`src/rtl/acq_sequencer_pkg.sv`:
```
// Shared types and widths for the acquisition sequencer.
package acq_seq_pkg;

  typedef enum logic [2:0] {
    ST_IDLE     = 3'd0,
    ST_CORE_RST = 3'd1,
    ST_ARMED    = 3'd2,
    ST_DELAY    = 3'd3,
    ST_HOLD     = 3'd4,
    ST_READOUT  = 3'd5
  } acq_state_t;

  localparam int DLY_W      = 8;
  localparam int NUM_CH_DEF = 8;
  localparam int CH_W       = $clog2(NUM_CH_DEF);

endpackage

```
`src/rtl/acq_sequencer_if.sv`:
```
// Instruction, trigger and readout signals between the SPI side and the sequencer.
interface acq_sequencer_if
  import acq_seq_pkg::*;
#(
  parameter int NUM_CH  = NUM_CH_DEF,
  parameter int RD_CH_W = $clog2(NUM_CH)
);

  logic               inst_rst;
  logic               inst_start;
  logic               inst_readout;
  logic [NUM_CH-1:0]  trigger_channel_mask;
  logic [DLY_W-1:0]   trig_delay;
  logic [NUM_CH-1:0]  disc_in;
  logic               rd_ack;
  logic               core_rst;
  logic               acq_en;
  logic               trig_out;
  logic               rd_req;
  logic [RD_CH_W-1:0] rd_ch;
  logic               busy;
  logic [2:0]         state_dbg;

  modport master (
    output inst_rst, inst_start, inst_readout, trigger_channel_mask,
           trig_delay, disc_in, rd_ack,
    input  core_rst, acq_en, trig_out, rd_req, rd_ch, busy, state_dbg
  );

  modport slave (
    input  inst_rst, inst_start, inst_readout, trigger_channel_mask,
           trig_delay, disc_in, rd_ack,
    output core_rst, acq_en, trig_out, rd_req, rd_ch, busy, state_dbg
  );

endinterface

```
`src/rtl/acq_sequencer_sync_edge_det.sv`:
```
// Brings one asynchronous instruction level into iclk and emits a single-cycle
// event on each rising edge; the event itself is registered.
module sync_edge_det #(
  parameter int SYNC_STAGES = 2
) (
  input  logic clk,
  input  logic rst,
  input  logic din,
  output logic ev
);

  logic [SYNC_STAGES-1:0] sync_q;
  logic                   last_q;

  always_ff @(posedge clk) begin
    if (rst) begin
      sync_q <= '0;
      last_q <= 1'b0;
      ev     <= 1'b0;
    end else begin
      sync_q <= {sync_q[SYNC_STAGES-2:0], din};
      last_q <= sync_q[SYNC_STAGES-1];
      ev     <= sync_q[SYNC_STAGES-1] & ~last_q;
    end
  end

endmodule

```
`src/rtl/acq_sequencer.sv`:
```
// Sequences the analog core through reset, arming, trigger delay, hold and
// channel readout, driven by the SPI instruction levels.
module acq_sequencer
  import acq_seq_pkg::*;
#(
  parameter int SYNC_STAGES = 2,
  parameter int RST_CYCLES  = 16,
  parameter int NUM_CH      = NUM_CH_DEF
) (
  input logic            iclk,
  input logic            rst,
  acq_sequencer_if.slave bus
);

  localparam int RD_CH_W = $clog2(NUM_CH);
  localparam int RCNT_W  = $clog2(RST_CYCLES + 1);
  localparam logic [RD_CH_W-1:0] LAST_CH = RD_CH_W'(NUM_CH - 1);

  logic ev_rst, ev_start, ev_readout, hit;

  acq_state_t         state_q, state_d;
  logic [DLY_W-1:0]   cnt_q, cnt_d;
  logic [RCNT_W-1:0]  rst_cnt_q, rst_cnt_d;
  logic               pend_q, pend_d;
  logic               core_rst_q, core_rst_d;
  logic               acq_en_q, acq_en_d;
  logic               trig_out_q, trig_out_d;
  logic               rd_req_q, rd_req_d;
  logic [RD_CH_W-1:0] rd_ch_q, rd_ch_d;
  logic               busy_q;
  logic [2:0]         state_dbg_q;

  sync_edge_det #(.SYNC_STAGES(SYNC_STAGES)) u_sync_rst (
    .clk(iclk), .rst(rst), .din(bus.inst_rst), .ev(ev_rst)
  );
  sync_edge_det #(.SYNC_STAGES(SYNC_STAGES)) u_sync_start (
    .clk(iclk), .rst(rst), .din(bus.inst_start), .ev(ev_start)
  );
  sync_edge_det #(.SYNC_STAGES(SYNC_STAGES)) u_sync_readout (
    .clk(iclk), .rst(rst), .din(bus.inst_readout), .ev(ev_readout)
  );

  assign hit = |(bus.disc_in & bus.trigger_channel_mask);

  // Every output is computed as a next value here and registered below, so
  // busy/state_dbg always describe the state that becomes current on the edge.
  always_comb begin
    state_d    = state_q;
    cnt_d      = cnt_q;
    rst_cnt_d  = rst_cnt_q;
    pend_d     = pend_q;
    core_rst_d = core_rst_q;
    acq_en_d   = acq_en_q;
    trig_out_d = 1'b0;
    rd_req_d   = rd_req_q;
    rd_ch_d    = rd_ch_q;

    if (ev_rst) begin
      state_d    = ST_CORE_RST;
      rst_cnt_d  = RCNT_W'(RST_CYCLES - 1);
      core_rst_d = 1'b1;
      acq_en_d   = 1'b0;
      pend_d     = 1'b0;
      rd_req_d   = 1'b0;
      rd_ch_d    = '0;
    end else begin
      unique case (state_q)
        ST_IDLE: begin
          if (ev_readout) begin
            state_d  = ST_READOUT;
            rd_req_d = 1'b1;
            rd_ch_d  = '0;
          end else if (ev_start) begin
            state_d  = ST_ARMED;
            acq_en_d = 1'b1;
          end
        end
        ST_CORE_RST: begin
          if (rst_cnt_q == '0) begin
            state_d    = ST_IDLE;
            core_rst_d = 1'b0;
          end else begin
            rst_cnt_d = rst_cnt_q - 1'b1;
          end
        end
        ST_ARMED: begin
          if (ev_readout) begin
            state_d  = ST_READOUT;
            acq_en_d = 1'b0;
            rd_req_d = 1'b1;
            rd_ch_d  = '0;
          end else if (hit) begin
            state_d = ST_DELAY;
            cnt_d   = bus.trig_delay;
          end
        end
        // A readout request arriving mid-delay is remembered until HOLD.
        ST_DELAY: begin
          if (ev_readout) pend_d = 1'b1;
          if (cnt_q == '0) begin
            state_d    = ST_HOLD;
            trig_out_d = 1'b1;
            acq_en_d   = 1'b0;
          end else begin
            cnt_d = cnt_q - 1'b1;
          end
        end
        ST_HOLD: begin
          if (ev_readout || pend_q) begin
            state_d  = ST_READOUT;
            pend_d   = 1'b0;
            rd_req_d = 1'b1;
            rd_ch_d  = '0;
          end
        end
        ST_READOUT: begin
          if (rd_req_q && bus.rd_ack) begin
            if (rd_ch_q == LAST_CH) begin
              state_d  = ST_IDLE;
              rd_req_d = 1'b0;
              rd_ch_d  = '0;
            end else begin
              rd_ch_d = rd_ch_q + 1'b1;
            end
          end
        end
        default: state_d = ST_IDLE;
      endcase
    end
  end

  always_ff @(posedge iclk) begin
    if (rst) begin
      state_q     <= ST_IDLE;
      cnt_q       <= '0;
      rst_cnt_q   <= '0;
      pend_q      <= 1'b0;
      core_rst_q  <= 1'b0;
      acq_en_q    <= 1'b0;
      trig_out_q  <= 1'b0;
      rd_req_q    <= 1'b0;
      rd_ch_q     <= '0;
      busy_q      <= 1'b0;
      state_dbg_q <= 3'd0;
    end else begin
      state_q     <= state_d;
      cnt_q       <= cnt_d;
      rst_cnt_q   <= rst_cnt_d;
      pend_q      <= pend_d;
      core_rst_q  <= core_rst_d;
      acq_en_q    <= acq_en_d;
      trig_out_q  <= trig_out_d;
      rd_req_q    <= rd_req_d;
      rd_ch_q     <= rd_ch_d;
      busy_q      <= (state_d != ST_IDLE);
      state_dbg_q <= state_d;
    end
  end

  assign bus.core_rst  = core_rst_q;
  assign bus.acq_en    = acq_en_q;
  assign bus.trig_out  = trig_out_q;
  assign bus.rd_req    = rd_req_q;
  assign bus.rd_ch     = rd_ch_q;
  assign bus.busy      = busy_q;
  assign bus.state_dbg = state_dbg_q;

endmodule

```
`src/flat_wrapper.sv`:
```
// flat-port wrapper written by rule: the top's interface ports become plain ports
module acq_sequencer_flat import acq_seq_pkg::*;
#(
  parameter int SYNC_STAGES = 2,
  parameter int RST_CYCLES  = 16,
  parameter int NUM_CH      = NUM_CH_DEF
)
  (iclk, rst, bus_inst_rst, bus_inst_start, bus_inst_readout, bus_trigger_channel_mask, bus_trig_delay, bus_disc_in, bus_rd_ack, bus_core_rst, bus_acq_en, bus_trig_out, bus_rd_req, bus_rd_ch, bus_busy, bus_state_dbg);
  acq_sequencer_if #(.NUM_CH(NUM_CH)) bus_i ();
  input logic iclk;
  input logic rst;
  input wire logic [$bits(bus_i.inst_rst)-1:0] bus_inst_rst;
  input wire logic [$bits(bus_i.inst_start)-1:0] bus_inst_start;
  input wire logic [$bits(bus_i.inst_readout)-1:0] bus_inst_readout;
  input wire logic [$bits(bus_i.trigger_channel_mask)-1:0] bus_trigger_channel_mask;
  input wire logic [$bits(bus_i.trig_delay)-1:0] bus_trig_delay;
  input wire logic [$bits(bus_i.disc_in)-1:0] bus_disc_in;
  input wire logic [$bits(bus_i.rd_ack)-1:0] bus_rd_ack;
  output wire logic [$bits(bus_i.core_rst)-1:0] bus_core_rst;
  output wire logic [$bits(bus_i.acq_en)-1:0] bus_acq_en;
  output wire logic [$bits(bus_i.trig_out)-1:0] bus_trig_out;
  output wire logic [$bits(bus_i.rd_req)-1:0] bus_rd_req;
  output wire logic [$bits(bus_i.rd_ch)-1:0] bus_rd_ch;
  output wire logic [$bits(bus_i.busy)-1:0] bus_busy;
  output wire logic [$bits(bus_i.state_dbg)-1:0] bus_state_dbg;
  assign bus_i.inst_rst = bus_inst_rst;
  assign bus_i.inst_start = bus_inst_start;
  assign bus_i.inst_readout = bus_inst_readout;
  assign bus_i.trigger_channel_mask = bus_trigger_channel_mask;
  assign bus_i.trig_delay = bus_trig_delay;
  assign bus_i.disc_in = bus_disc_in;
  assign bus_i.rd_ack = bus_rd_ack;
  assign bus_core_rst = bus_i.core_rst;
  assign bus_acq_en = bus_i.acq_en;
  assign bus_trig_out = bus_i.trig_out;
  assign bus_rd_req = bus_i.rd_req;
  assign bus_rd_ch = bus_i.rd_ch;
  assign bus_busy = bus_i.busy;
  assign bus_state_dbg = bus_i.state_dbg;
  acq_sequencer #(.SYNC_STAGES(SYNC_STAGES), .RST_CYCLES(RST_CYCLES), .NUM_CH(NUM_CH)) u_core (.iclk(iclk), .rst(rst), .bus(bus_i));
endmodule
```
`config.mk`:
```
export PLATFORM = sky130hd
export DESIGN_NAME = acq_sequencer_flat
export DESIGN_NICKNAME = d
export VERILOG_FILES = /design/src/rtl/acq_sequencer_pkg.sv /design/src/rtl/acq_sequencer_if.sv /design/src/rtl/acq_sequencer_sync_edge_det.sv /design/src/rtl/acq_sequencer.sv /design/src/flat_wrapper.sv
export SDC_FILE = /design/constraint.sdc
export NUM_CORES = 1
export LEC_CHECK = 0
export CAP_MARGIN = 20
export CORE_UTILIZATION = 44
export CTS_CLUSTER_SIZE = 20
export DETAILED_ROUTE_END_ITERATION = 10
export HOLD_SLACK_MARGIN = 0.08
export PLACE_DENSITY = 0.87
export RECOVER_POWER = 50
export SYNTH_ARGS = -nofsm -noshare
export SYNTH_HDL_FRONTEND = slang
export SYNTH_SLANG_ARGS = --single-unit
export TNS_END_PERCENT = 20
```
`constraint.sdc`:
```
create_clock -name iclk -period 2.3 [get_ports iclk]
set_clock_uncertainty 0.15 [all_clocks]
set_input_delay 0.46 -clock iclk [delete_from_list [all_inputs] [get_ports iclk]]
set_output_delay 0.46 -clock iclk [all_outputs]
set_load 0.03 [all_outputs]
```
== Word level (Yosys, flattened, before mapping) ==
Cells that the tools add are included.
Storage, ports and cells
  register bits: 37
  logic and storage cells: 115
  input bits: 30
  output and inout bits: 11
Cells by class
  equal/unequal tests: 19
  reductions and logical operators: 24
  muxes and demuxes: 39
  bitwise operators: 10
  $add $sub $neg: 3
Operators with widths (number)
  3-bit two-way mux: 14
  8-bit two-way mux: 3
  3-bit case mux with 6 select lines: 1
  8-bit case mux with 2 select lines: 1
  5-bit AND reduction: 3
  2-bit inequality test, second input constant: 7
  1-bit two-way mux: 13
  4-bit two-way mux: 3
  2-bit by 1-bit inequality test with 1-bit output, second input constant: 6
  3-bit equality test, second input constant: 3
  3-bit case mux with 3 select lines: 1
  3-bit nonzero test: 3
  8-bit bitwise AND: 1
  8-bit logical NOT: 1
  2-bit nonzero test: 4
  8-bit OR reduction: 1
  8-bit by 1-bit subtractor with 8-bit output, second input constant: 1
  3-bit by 2-bit equality test with 1-bit output, second input constant: 2
  1-bit NOT: 6
  1-bit case mux with 3 select lines: 2
  2-bit AND reduction: 3
  5-bit logical NOT: 1
  5-bit by 1-bit subtractor with 5-bit output, second input constant: 1
  4-bit AND reduction: 1
  10 further kinds: 13

== Logic depth before layout (Yosys ltp) ==
Gate-level depths: netlist of the first run.
  word-level depth: 7
  mapped depth: 8
  gate-level depth less buffers: 7

== Cells and area by module ==
From an unflattened synthesis of the first run, not the netlist that was laid out.
Second synthesis, totals
  cells, all modules: 200
  area total of the unflattened synthesis: 1790.5 um2
Modules (own cells, without submodules)
  acq_sequencer: area an instance 1456.4 um2, seq. area each 500.5 um2, cells an instance 176, times used 1
  sync_edge_det: area an instance 111.4 um2, seq. area each 80.1 um2, cells an instance 8, times used 3

== Worst setup path before layout of the first run ==
Ideal clock, no wire load.
  path type: flip-flop to flip-flop
  from: reg u_core.cnt_q[1]
  to: reg u_core.cnt_q[0]
  slack: -0.003 ns
  cell stages (with the launch flop): 9
  arrival time: 2.019 ns
  path buffers: 1
  required time: 2.016 ns
  setup time: 0.134 ns
  clock period less this slack: 2.303 ns
  path through: dfxtp_1 > inv_1 > ha_1 > or4b_4 > or4_4 > a32oi_4 > buf_6 > nand3b_1 > a31oi_1
Between the ends
  cells in the longest elaborated chain, start to end: 3
Ends and longest elaborated chain
  start: declaration: RTL line acq_sequencer.sv:22  | logic [DLY_W-1:0] cnt_q, cnt_d;
  start signal: assignment: RTL line acq_sequencer.sv:147  | cnt_q <= cnt_d;
  8-bit logical NOT: RTL line acq_sequencer.sv:100  | if (cnt_q == '0) begin
  2-bit inequality test (no source line)
  5-bit AND reduction (no source line)
No other way between the ends.
A chain may end at the register's enable or synchronous reset.

== Worst setup path in the final report of the first run ==
Ends and elaborated chain as after synthesis.

==> flow_metrics.env, run 1 <==
export IMPL_status="finished, violations left"
export IMPL_violations="setup timing"
export IMPL_cts_hold_buf=0
export IMPL_min_path_type="reg2reg"
export IMPL_power_net_switching_mw=0.3357
export IMPL_firstDrtPassIters=4
export IMPL_synth_fp_nets=234
export IMPL_synthDominantCellAreaShare_pct=42.99
export IMPL_syn_mean_instance_area_sq_um=8.658
export IMPL_sw_frac_of_total_pct=21.79
export IMPL_fin_ws_ns=-0.01637
export IMPL_crit_fanout=17
export IMPL_synth_largest_area_cell="dfxtp_1"
export IMPL_final_cells=298
export IMPL_powerDensity_mw_per_mm2=647.8
export IMPL_syn2layout_area_growth_pct=38.05
export IMPL_ys_seq_area_share_pct=42.99
export IMPL_cp_end_kind="register"
export IMPL_routed_wl_um=3801
export IMPL_cts_tree="built"
export IMPL_die_area_sq_mm=0.004170
export IMPL_crit_slowest_cell="or4_4"
export IMPL_antenna_found_initial=0
export IMPL_drive_gt1_share_pct=14.80
export IMPL_rsz0062_at_grt="true"
export IMPL_p_int_mw=1.205
export IMPL_synthCells=199
export IMPL_ys_ff_latch=37
export IMPL_grt_first_pass_wirelength_um=6430
export IMPL_ys_types=41
export IMPL_path_cells="inv_1 -> ha_1 -> or4b_4 -> or4_4 -> a32oi_4 -> buf_12 -> nand3b_1 -> a31oi_1"
export IMPL_tightestPinTransition_ns=0.4915
export IMPL_setup_viol=6
export IMPL_pin_count=41
export IMPL_p_leak_nw=0.8949
export IMPL_dp_cells=288
export IMPL_critPathTopFamily="simple AND/OR/NAND/NOR gates"
export IMPL_cp_required_ns=2.33
export IMPL_path_class="reg2reg"
export IMPL_drt_iter0_markers=106
export IMPL_cts_buffers=5
export IMPL_drv_slew=0
export IMPL_relSlewSlack_pct=67.24
export IMPL_cts_num_sinks=37
export IMPL_use_met2_pct=36.84
export IMPL_coreArea_sq_mm=0.003716
export IMPL_max_cap_violations=0
export IMPL_synth_area_leaders="dfxtp_1, a21oi_1, nor2_1, nor2b_1, ha_1"
export IMPL_cts_root_buf="clkbuf_8"
export IMPL_die_w_um=64.58
export IMPL_hold_violations=0
export IMPL_num_antenna_cells=0
export IMPL_clk_latency_ns=0.29
export IMPL_fmax_ghz=0.4317
export IMPL_grt_pass1_vias=1550
export IMPL_path_clk_slew_ns=0.07
export IMPL_seqPwrFrac_pct=44.0
export IMPL_clkPwrFrac_pct=43.1
export IMPL_via_per_inst=5.285
export IMPL_postRouteAntennaNets=0
export IMPL_place_gp_congestion=0.8340
export IMPL_fin_util_pct=64.01
export IMPL_worst_endpoint_arrival_ns=2.35
export IMPL_ys_warn_count=0
export IMPL_grt_max_degree=24
export IMPL_irDropWorstVdd_v=0.0005073
export IMPL_fin_crit_ns=2.316
export IMPL_fin_crit_sh_pct=100.7
export IMPL_grt_overflow_total=0
export IMPL_clk_path_buf_depth=2
export IMPL_syn_area_sq_mm=0.001723
export IMPL_grt_busiest_layer="met2"
export IMPL_die_y_um=64.58
export IMPL_holdWs_ns=0.2331
export IMPL_grtUsageTotal_pct=20.25
export IMPL_start_util_pct=46.36
export IMPL_path_buf_inv=2
export IMPL_rrSetupSlack_ns=-0.02
export IMPL_port_buffers=40
export IMPL_startpoint_type="register"
export IMPL_met1_usage_pct=20.74
export IMPL_wl_per_cell_um=12.76
export IMPL_power_frac_comb_pct=13.0
export IMPL_use_met3_pct=5.458
export IMPL_rows=22
export IMPL_cts_htree_levels=2
export IMPL_vias=1575
export IMPL_drc_errors=0
export IMPL_slowest_delay_ns=0.48
export IMPL_nets=284
export IMPL_hpwl_um=2697
## cells in the mapped netlist, drive strengths merged
library cell and count:
dfxtp 37, nor2 28, a21oi 21, nor2b 13, o21ai 12, inv 10
a22oi 7, clkbuf 7, or2 7, nor3 6, ha 5, nand2 5
a211oi 4, a31oi 3, nand3b 3, xnor2 3, buf 2, mux2i 2
nand3 2, nor4 2, or3 2, or4b 2, a211o 1, a21o 1
a32oi 1, a41oi 1, and2 1, and3 1, mux2 1, nand2b 1
nand4 1, nor3b 1, nor4b 1, o22ai 1, o41ai 1, or2b 1
or4 1, xor2 1
## sequential cells by signal (all words and copies together), names as in the netlist, 2 cells and up
| name | count |
|---|---|
| u_core.bus.state_dbg | 3 |
| u_core.u_sync_start.sync_q | 2 |
| u_core.u_sync_rst.sync_q | 2 |
| u_core.bus.rd_ch | 3 |
| u_core.rst_cnt_q | 5 |
| u_core.cnt_q | 8 |
| u_core.u_sync_readout.sync_q | 2 |
## metrics by stage
stage / setup WS (ns) / cell area [sq um] / power [mW] / TNS, ns
5_1_grt: -0.1038 / 2379 / 1.604 / -0.7029
4_1_cts: -0.02699 / 2356 / 1.549 / -0.08131
3_3_place_gp: 0.01477 / 2222 / 0.8807 / 0
3_5_place_dp: -0.01201 / 2222 / 0.8868 / -0.01201
6_report: -0.01637 / 2379 / 1.541 / -0.04874
2_1_floorplan: -0.003050 / 1723 / 0.7933 / -0.003050
## power by group through the flow
stage | combinational [mW] | clock, mW | sequential (mW)
floorplan | 0.0922 | 0 | 0.701
global placement | 0.190 | 0 | 0.691
detailed placement | 0.195 | 0 | 0.692
CTS | 0.196 | 0.675 | 0.677
global route | 0.218 | 0.707 | 0.679
finish | 0.200 | 0.664 | 0.677
## cells by family after synthesis
| group | count (synthesis) | share of synthesized area (%) |
|---|---|---|
| XOR/XNOR | 4 | 2.034 |
| AO/OA/AOI/OAI | 53 | 19.97 |
| multiplexers | 3 | 1.816 |
| buffers and inverters | 19 | 5.011 |
| AND/OR/NAND/NOR | 78 | 24.55 |
| adder cells (fa/ha/maj) | 5 | 3.631 |
| flip-flops | 37 | 42.99 |
## worst register-to-register path, stage by stage, from the launching register on
cell and delay, ns:
dfxtp_1 0.31, inv_1 0.06, ha_1 0.15, or4b_4 0.47, or4_4 0.48, a32oi_4 0.21, buf_12 0.17, nand3b_1 0.11
a31oi_1 0.08
## metal layers
metal  share of wire, %  vias up
li1                   -      796
met1                 44      740
met2                 51       32
met3                3.5        7
met4                1.8        0
met5                  0        -
## final timing paths
check / start / to / cells past startpoint
worst max-delay path: u_core.cnt_q[1] / u_core.cnt_q[0] / 8
worst min-delay path: u_core.u_sync_start.last_q / u_core.u_sync_start.ev / 1
worst max register to register: u_core.cnt_q[1] / u_core.cnt_q[0] / 8
worst min register to register: u_core.u_sync_start.last_q / u_core.u_sync_start.ev / 1
## final cells by class
class	count	area, sq um
multi-input combinational	143	903.4
tap	48	60.06
clock inverter	3	65.06
clock buffer	5	68.82
sequential	37	740.7
timing repair buffer	52	503.0
fill	314	1338
inverter	10	37.54
## layout by cell type, fill, tap and decap left out, drive strengths merged, types with 2 or more instances in the layout
cell type	n
a211oi	4
a21oi	21
a22oi	7
a31oi	3
buf	12
bufinv	2
clkbuf	5
clkdlybuf4s50	36
dfxtp	37
dlygate4sd3	4
ha	5
inv	10
mux2i	2
nand2	5
nand3	2
nand3b	3
nor2	28
nor2b	13
nor3	6
nor4	2
o21ai	12
or2	7
or3	2
or4b	2
xnor2	3
## timing repair
action                                  4_1_cts  5_1_grt
gates cloned                                  0        0
endpoints found under the setup margin        5       10
buffers inserted                              0        2
gates resized for setup                       0        2
pin swaps                                     1        0
Power figures use the tool's default switching activity.
==> run 2: changes to the inputs <==
--- a/config.mk
+++ b/config.mk
@@ -12,6 +12,7 @@
 export HOLD_SLACK_MARGIN = 0.08
 export PLACE_DENSITY = 0.87
 export RECOVER_POWER = 50
+export REMOVE_ABC_BUFFERS = 1
 export SYNTH_ARGS = -nofsm -noshare
 export SYNTH_HDL_FRONTEND = slang
 export SYNTH_SLANG_ARGS = --single-unit
==> flow_metrics.env, run 2 (synthesis gave the netlist of run 1 again) <==
export IMPL_pin_count=41
export IMPL_crit_fanout=17
export IMPL_cts_root_buf="clkbuf_8"
export IMPL_drv_slew=0
export IMPL_largest_register_ff_count=8
export IMPL_p_leak_nw=0.8828
export IMPL_postRouteAntennaNets=0
export IMPL_fin_util_pct=63.97
export IMPL_grt_overflow_total=0
export IMPL_start_util_pct=46.36
export IMPL_grtUsageTotal_pct=20.12
export IMPL_syn2layout_area_growth_pct=37.98
export IMPL_routed_wl_um=3791
export IMPL_worst_endpoint_arrival_ns=2.37
export IMPL_port_buffers=40
export IMPL_nets=283
export IMPL_die_area_sq_mm=0.004170
export IMPL_drt_iter0_markers=114
export IMPL_tightestPinTransition_ns=0.4502
export IMPL_irDropWorstVdd_v=0.0004115
export IMPL_powerDensity_mw_per_mm2=646.3
export IMPL_drive_gt1_share_pct=15.66
export IMPL_cts_tree="built"
export IMPL_startpoint_type="register"
export IMPL_coreArea_sq_mm=0.003716
export IMPL_rsz0062_at_grt="true"
export IMPL_firstDrtPassIters=4
export IMPL_reg_largest_list="u_core.cnt_q: 8 flops, u_core.rst_cnt_q: 5 flops"
export IMPL_fin_crit_sh_pct=100.1
export IMPL_fin_crit_ns=2.302
export IMPL_violations="setup timing"
export IMPL_die_y_um=64.58
export IMPL_min_path_type="reg2reg"
export IMPL_power_mw=1.536
export IMPL_design_area_sq_mm=0.002377
export IMPL_relSlewSlack_pct=69.57
export IMPL_hold_violations=0
export IMPL_place_gp_congestion=0.8856
export IMPL_final_cell_mix="clkdlybuf4s50_1, dfxtp_1, nor2_1, a21oi_1, nor2b_1"
export IMPL_antenna_found_initial=0
export IMPL_rows=22
export IMPL_dpl_worst_slack_ns=-0.02256
export IMPL_fin_ws_ns=-0.001967
export IMPL_hold_path_depth=1
export IMPL_vias=1548
export IMPL_reg2regPathDepth=8
export IMPL_clk_path_buf_depth=2
export IMPL_cts_htree_levels=2
export IMPL_nFillCells=307
export IMPL_num_antenna_cells=0
export IMPL_cp_end_kind="register"
export IMPL_cts_hold_buf=0
export IMPL_grt_first_pass_wirelength_um=6472
export IMPL_wl_per_cell_um=12.76
export IMPL_fmax_ghz=0.4344
export IMPL_cp_required_ns=2.37
export IMPL_clk_latency_ns=0.29
export IMPL_cts_buffers=5
export IMPL_status="finished, violations left"
export IMPL_max_cap_violations=0
export IMPL_grt_pass1_vias=1535
export IMPL_top_register="u_core.cnt_q"
export IMPL_die_w_um=64.58
export IMPL_grt_max_degree=24
export IMPL_setup_viol=1
export IMPL_path_clk_slew_ns=0.07
export IMPL_final_common_cell="clkdlybuf4s50_1"
export IMPL_placed_cell_area_sq_mm=0.002230
export IMPL_via_per_inst=5.212
export IMPL_drc_errors=0
export IMPL_hpwl_um=2667
export IMPL_path_class="reg2reg"
export IMPL_cts_num_sinks=37
-- run 2: changes by cell type in the layout (fill, tap and decap cells not counted), moves of 2 or more --
| cell | delta |
|---|---|
| clkdlybuf4s50_1 | +4 |
| dlygate4sd3_1 | -4 |
| inv_1 | -2 |
| inv_2 | +2 |
-- run 2: worst paths after layout --
kind / startpoint / endpoint / slack (ns)
worst max register to register: u_core.cnt_q[0] / u_core.cnt_q[4] / -0.002
worst min register to register: u_core.u_sync_readout.last_q / u_core.u_sync_readout.ev / 0.23
worst min-delay path: u_core.u_sync_readout.last_q / u_core.u_sync_readout.ev / 0.23
worst max-delay path: u_core.cnt_q[0] / u_core.cnt_q[4] / -0.002
-- run 2: timing repair --
| item | CTS | global route |
|---|---|---|
| pin swaps | 0 | 1 |
| endpoints found under the setup margin | 9 | 10 |
| hold endpoints to repair | 0 | 0 |
| cloned | 0 | 0 |
| resized for setup | 0 | 5 |
| buffers inserted | 0 | 0 |
-- run 2: per-layer routing --
metal  global-route usage (%)  part of all wire [%]
met1                    21.98                    44
met5                        0                     0
met3                    5.634                   3.1
met4                    7.778                   1.7
met2                    36.45                    51
-- run 2: area by class of cell --
class                           instances  area (sq um)  share of cell area (%)
Timing Repair Buffer                   51         495.5                   20.84
Inverter                               10         37.54                   1.579
Clock inverter                          3         65.06                   2.737
Sequential cell                        37         742.0                   31.21
Multi-Input combinational cell        143         908.4                   38.21
Tap cell                               48         60.06                   2.526
Clock buffer                            5         68.82                   2.895
-- run 2: report_power, final --
group / switching (mW) / total, mW / internal, mW
clock network: 0.229 / 0.660 / 0.431
logic: 0.0884 / 0.200 / 0.112
registers: 0.0136 / 0.676 / 0.663
total: 0.331 / 1.54 / 1.21
-- run 2: stage by stage --
| stage | instances | TNS [ns] | hold WS, ns |
|---|---|---|---|
| 2_1_floorplan | 190 | -0.01301 | 0.2174 |
| 3_3_place_gp | 289 | 0 | 0.2211 |
| 3_5_place_dp | 289 | -0.06183 | 0.2270 |
| 4_1_cts | 297 | -0.2445 | 0.2369 |
| 5_1_grt | 297 | -0.5211 | 0.2536 |
| 6_report | 297 | -0.001967 | 0.2337 |
-- run 2: critical path, cell delays in order (launching register included) --
cell and delay (ns):
dfxtp_2 0.33, inv_2 0.07, ha_4 0.13, or4b_4 0.45
or4_4 0.48, a32oi_4 0.20, buf_12 0.17, o21ai_0 0.10
a21oi_1 0.15
